File: src/rtl/counter_ctrl_pkg.sv
// -----------------------------------------------------------------------------
// counter_ctrl_pkg
// Shared types for the counter control sequencer.
//   state_e  : sequencer state encoding (IDLE/LOAD/RUN/DONE)
//   DIR_UP   : direction code for counting up
//   DIR_DOWN : direction code for counting down
// -----------------------------------------------------------------------------
package counter_ctrl_pkg;

    typedef enum logic [1:0] {
        IDLE = 2'b00,
        LOAD = 2'b01,
        RUN  = 2'b10,
        DONE = 2'b11
    } state_e;

    localparam logic DIR_UP   = 1'b1;
    localparam logic DIR_DOWN = 1'b0;

endpackage

File: src/rtl/counter_ctrl_fsm_term_det.sv
// -----------------------------------------------------------------------------
// count_terminal_det
// Combinational terminal-count detector for an up/down counter.
// Ports:
//   count_i : current counter value
//   dir_i   : counting direction (DIR_UP / DIR_DOWN)
//   term_o  : high when count_i is the last value before a wrap
//             (all-ones when counting up, zero when counting down)
// -----------------------------------------------------------------------------
module count_terminal_det
    import counter_ctrl_pkg::*;
#(
    parameter int WIDTH = 4
) (
    input  logic [WIDTH-1:0] count_i,
    input  logic             dir_i,
    output logic             term_o
);

    always_comb begin
        term_o = (dir_i == DIR_UP) ? (&count_i) : (~|count_i);
    end

endmodule

File: src/rtl/counter_ctrl_fsm.sv
// -----------------------------------------------------------------------------
// counter_ctrl_fsm
// Sequencer that runs an up/down counter for a programmed number of full laps.
// A job loads start_val, counts in the captured direction, counts terminal
// wraps and stops with a one-cycle done pulse after num_wraps wraps.
//
// Optional build macro: CTRL_AUTO_RELOAD_EN
//   defined   : DONE goes back to LOAD with the same captured settings, so the
//               job repeats until abort or reset.
//   undefined : DONE always returns to IDLE.
//
// Ports:
//   clk, rst       : clock, synchronous active-high reset
//   start_i        : job request, sampled only in IDLE
//   abort_i        : cancels a job in LOAD or RUN
//   dir_sel_i      : job direction (1=up, 0=down)
//   start_val_i    : value loaded into the counter at job start
//   num_wraps_i    : number of wraps before done
//   count_i        : counter's current value
//   load_o         : counter load strobe
//   enable_o       : counter enable
//   up_down_o      : counter direction (captured)
//   data_out_o     : counter load data (captured start_val)
//   busy_o         : high in LOAD and RUN
//   done_o         : one-cycle pulse at job completion
//   wrap_cnt_o     : wraps completed in the current or last job
//   state_dbg_o    : current sequencer state, for observation
//
// Handshake: start_i is a level request; it is taken only on an edge where the
// sequencer is IDLE and is ignored at all other times. All outputs are a pure
// decode of registers, so nothing on the inputs reaches an output in the same
// cycle.
// -----------------------------------------------------------------------------
module counter_ctrl_fsm
    import counter_ctrl_pkg::*;
#(
    parameter int WIDTH = 4,
    parameter int CYC_W = 4
) (
    input  logic             clk,
    input  logic             rst,
    input  logic             start_i,
    input  logic             abort_i,
    input  logic             dir_sel_i,
    input  logic [WIDTH-1:0] start_val_i,
    input  logic [CYC_W-1:0] num_wraps_i,
    input  logic [WIDTH-1:0] count_i,
    output logic             load_o,
    output logic             enable_o,
    output logic             up_down_o,
    output logic [WIDTH-1:0] data_out_o,
    output logic             busy_o,
    output logic             done_o,
    output logic [CYC_W-1:0] wrap_cnt_o,
    output state_e           state_dbg_o
);

    state_e             state_q, state_d;
    logic               dir_q, dir_d;
    logic [WIDTH-1:0]   val_q, val_d;
    logic [CYC_W-1:0]   nw_q, nw_d;
    logic [CYC_W-1:0]   wrap_q, wrap_d;
    logic               term;
    logic [CYC_W:0]     wrap_inc;

    count_terminal_det #(
        .WIDTH (WIDTH)
    ) u_term_det (
        .count_i (count_i),
        .dir_i   (dir_q),
        .term_o  (term)
    );

    // One bit wider so the completion compare cannot alias on overflow.
    assign wrap_inc = {1'b0, wrap_q} + {{CYC_W{1'b0}}, 1'b1};

    always_ff @(posedge clk) begin
        if (rst) begin
            state_q <= IDLE;
            dir_q   <= 1'b0;
            val_q   <= '0;
            nw_q    <= '0;
            wrap_q  <= '0;
        end else begin
            state_q <= state_d;
            dir_q   <= dir_d;
            val_q   <= val_d;
            nw_q    <= nw_d;
            wrap_q  <= wrap_d;
        end
    end

    always_comb begin
        state_d = state_q;
        dir_d   = dir_q;
        val_d   = val_q;
        nw_d    = nw_q;
        wrap_d  = wrap_q;
        case (state_q)
            IDLE: begin
                if (start_i) begin
                    dir_d   = dir_sel_i;
                    val_d   = start_val_i;
                    nw_d    = num_wraps_i;
                    wrap_d  = '0;
                    state_d = LOAD;
                end
            end
            LOAD: begin
                if (abort_i) begin
                    state_d = IDLE;
                end else if (nw_q == '0) begin
                    state_d = DONE;
                end else begin
                    state_d = RUN;
                end
            end
            RUN: begin
                // Abort wins over a wrap on the same edge; wrap_cnt is held.
                if (abort_i) begin
                    state_d = IDLE;
                end else if (term) begin
                    if (wrap_q != {CYC_W{1'b1}}) begin
                        wrap_d = wrap_inc[CYC_W-1:0];
                    end
                    if (wrap_inc == {1'b0, nw_q}) begin
                        state_d = DONE;
                    end
                end
            end
            DONE: begin
`ifdef CTRL_AUTO_RELOAD_EN
                wrap_d  = '0;
                state_d = LOAD;
`else
                state_d = IDLE;
`endif
            end
            default: state_d = IDLE;
        endcase
    end

    // Moore decode from registered state only.
    always_comb begin
        load_o      = (state_q == LOAD);
        enable_o    = (state_q == RUN);
        busy_o      = (state_q == LOAD) || (state_q == RUN);
        done_o      = (state_q == DONE);
        up_down_o   = dir_q;
        data_out_o  = val_q;
        wrap_cnt_o  = wrap_q;
        state_dbg_o = state_q;
    end

endmodule
File: config.mk
export PLATFORM = sky130hd
export DESIGN_NAME = counter_ctrl_fsm
export DESIGN_NICKNAME = d
export VERILOG_FILES = /design/src/rtl/counter_ctrl_pkg.sv /design/src/rtl/counter_ctrl_fsm_term_det.sv /design/src/rtl/counter_ctrl_fsm.sv
export SDC_FILE = /design/constraint.sdc
export NUM_CORES = 1
export LEC_CHECK = 0
export ABC_CLOCK_PERIOD_IN_PS = 1900
export CAP_MARGIN = 20
export CORE_ASPECT_RATIO = 1.25
export CORE_MARGIN = 2
export CORE_UTILIZATION = 40
export CTS_BUF_LIST = sky130_fd_sc_hd__clkbuf_16
export DETAILED_ROUTE_END_ITERATION = 16
export PLACE_DENSITY = 0.71
export SLEW_MARGIN = 20
export SYNTH_ARGS = -nofsm -noshare
export SYNTH_HDL_FRONTEND = slang
export SYNTH_SLANG_ARGS = --single-unit
File: constraint.sdc
create_clock -name clk -period 1.9 [get_ports clk]
set_clock_uncertainty 0.05 [all_clocks]
set_input_delay 0.285 -clock clk [delete_from_list [all_inputs] [get_ports clk]]
set_output_delay 0.285 -clock clk [all_outputs]
set_load 0.02 [all_outputs]
==> out/qor.yml <==
run_status:
  status: "finished, final reports clean"
detailed_routing:
  drt_iter0_drc: 20
  wl_met3_um: 87
  route.met2.wl_um: 1140
  wl_per_cell_um: 13.6
  drt_pre_antenna_iters: 4
  routed.top_layer: "met4"
  vias: 840
  drc: 0
  via_per_inst: 5.25
  ant_nets: 0
  drt_wl_total_um: 2170
  drt-met1-wl_um: 923
finish:
  drive_above_1_share_pct: 12.1
  instances_no_fill: 160
  area_growth_syn_to_layout_pct: 53.1
  fillCellCount: 179
  multi_input_area_um2: 548
  antenna_cells: 0
  nNetsFinal: 164
  regArea_um2: 302
critical_path:
  endpoint_kind: "flop"
  timing.rr.end: "wrap_cnt_o[0]"
  ff2ff_setup_slack_ps: 140
  reg2reg_depth: 8
  path_max_fanout: 4
  start_kind: "input pin"
  worstSetupPathType: "input pin to flop"
  timing.rr.start: "state_dbg_o[1]"
  cp.arrival_ps: 1970
  cp_data_required_time_ps: 2020
pwr:
  power_leakage_nw: 0.522
  p_per_area_nw_per_um2: 736
  ir_drop_mv: 0.577
placed_design:
  pre_cts_ws_ps: -203
  dp_cells: 156
  place_congestion: 0.904
  dp_hpwl_um: 1710
  portBuffers: 31
synthesis:
  async_reset_ff_share_pct: 0
  synth_edf_count: 0
  synth.cell_area_um2: 862
  ys_seq_elements: 15
  synth_cells: 101
  syn_nets: 124
  yosys_warnings: 0
  synthFlopType: "dfxtp_1"
  ys_types: 31
  ys_seq_area_share_pct: 34.8
  synth_area_per_cell_um2: 8.54
timing:
  finalSetupViolCount: 0
  hold_ws_ps: 400
  final_hold_viol_count: 0
  slew_violations: 0
  finalCritPeriodShare_pct: 97.2
  tightestPinTransition_ps: 286
  fin_ws_ps: 52.4
  rsz0062_at_grt: "false"
  slew_headroom_pct: 80.7
  fmax_mhz: 541
  post-route-min-period_ps: 1850
min_path:
  hold_end: "data_out_o[2]"
  min_path_type: "flop to flop"
  min_from: "data_out_o[2]"
  holdPathStages: 2
clocking:
  hold_buffers: 0
  cts_tree: "done"
  clock_latency_ps: 240
  post-cts-setup-buffer-count: 0
  cts_root_buf: "clkbuf_16"
  cts.clk_slew.worst_paths_ps: 50
  numCtsBuffers: 3
  clock_path_buffers: 2
  cts_sinks: 15
  cts_max_level: 1
floorplanning:
  die-height_um: 55.9
  die_x_um: 45.5
  row_count: 18
  initial_utilization_pct: 43.0
  die_area_um2: 2540
  io_pins: 32
  core_um2: 2000
global_route:
  grt_pass1_wl_um: 3700
  grt_pass1_vias: 842
  grt_use_total_pct: 19.4
  antenna_found_initial: 0
  grt_max_degree: 12
  gr-total-overflow: 0
job:
  drv_cap: 0
what timing repair did:
action	4_1_cts	5_1_grt
endpoints found under the setup margin	3	4
gates cloned	0	0
resized for setup	3	3
routing by layer:
layer	global-route usage [%]	vias to the layer above
met5	0	-
met1	23.1	385
li1	-	430
met4	7.56	0
met3	5.84	4
met2	31.2	21
registers in the layout, summed over array words and instances, names as in the netlist:
signal / count
nw_q: 4
wrap_cnt_o: 4
data_out_o: 4
up_down_o: 1
state_dbg_o: 2
cells by family (layout without fill, tap and decap cells):
kind of cell	Yosys count	in the layout	share of synthesized area, %
buffers and inverters	5	44	2.32
adder cells (fa/ha/maj)	6	6	8.71
AO/OA/AOI/OAI	21	21	14.5
AND/OR/NAND/NOR	48	48	30.3
multiplexers	1	1	2.61
XOR/XNOR	5	5	6.68
flip-flops	15	15	34.8
cell usage after synthesis, types with 2 or more instances:
library cell	number	share of area, %
dfxtp_1	15	35
xnor2_1	2	2.0
inv_1	2	0.87
o21ai_0	2	1.2
a21oi_1	13	7.5
nor3_1	2	1.2
nand4_1	2	1.5
ha_1	6	8.7
nor2b_1	3	2.2
and2_1	2	1.5
nand3_1	2	1.2
nand2_1	20	8.7
nor4_1	2	1.5
xor2_1	2	2.0
nand2b_1	4	2.9
nor2_1	5	2.2
clkbuf_1	2	0.87
and3_1	2	1.5
worst max path at each step:
| stage | slack (ps) | end | depth (start not counted) | startpoint |
|---|---|---|---|---|
| final | 50 | wrap_cnt_o[0] | 7 | count_i[1] |
| after detailed placement | -200 | wrap_cnt_o[3] | 6 | count_i[1] |
| after global routing | 0.08 | wrap_cnt_o[0] | 7 | count_i[1] |
| after CTS | 50 | wrap_cnt_o[3] | 6 | count_i[1] |
| after floorplan | 60 | wrap_cnt_o[3] | 7 | state_dbg_o[0] |
| after global placement | -150 | wrap_cnt_o[3] | 6 | count_i[1] |
worst max-delay path: stages:
cell and delay, ps:
clkdlybuf4s50_1 420, or4_4 530, mux2i_4 190, and3_1 240, buf_4 130, nand2b_1 50, a21oi_1 130
stage by stage:
step / TNS, ps / total power, mW / utilization, % / cell area, um^2
after floorplan: 0 / 0.474 / - / 862
after global placement: -732 / 0.569 / 61.7 / 1240
after detailed placement: -898 / 0.575 / 61.7 / 1240
after CTS: 0 / 0.978 / 65.5 / 1310
after global routing: 0 / 1.02 / 65.9 / 1320
final: 0 / 0.972 / 65.9 / 1320
cells in the final DEF, fill, tap and decap left out, drive strengths merged, types with 2 or more instances in the layout:
cell and n:
dfxtp 15, buf 7, and3 2, dlygate4sd2 3
nor3 3, inv 3, and2 2, ha 6
nor2b 3, nand2b 4, clkdlybuf4s50 28, nand3 2
a21oi 13, xor2 2, nor2 5, nand4 2
o21ai 3, xnor2 2, clkbuf 3, nand2 20
nor4 2
final cells by class:
type | count | area share [%]
multi-input combinational | 81 | 41.5
clock buffer | 3 | 5.69
clock inverter | 1 | 0.284
inverter | 2 | 0.569
timing repair buffer | 38 | 27.2
tap | 20 | 1.90
sequential | 15 | 22.8
power breakdown:
group / total [mW] / switching (mW) / internal [mW]
Clock: 0.405 / 0.126 / 0.279
Combinational: 0.216 / 0.107 / 0.109
Sequential: 0.351 / 0.0171 / 0.334
Total: 0.972 / 0.251 / 0.721
(Power assumes the default switching activity.)
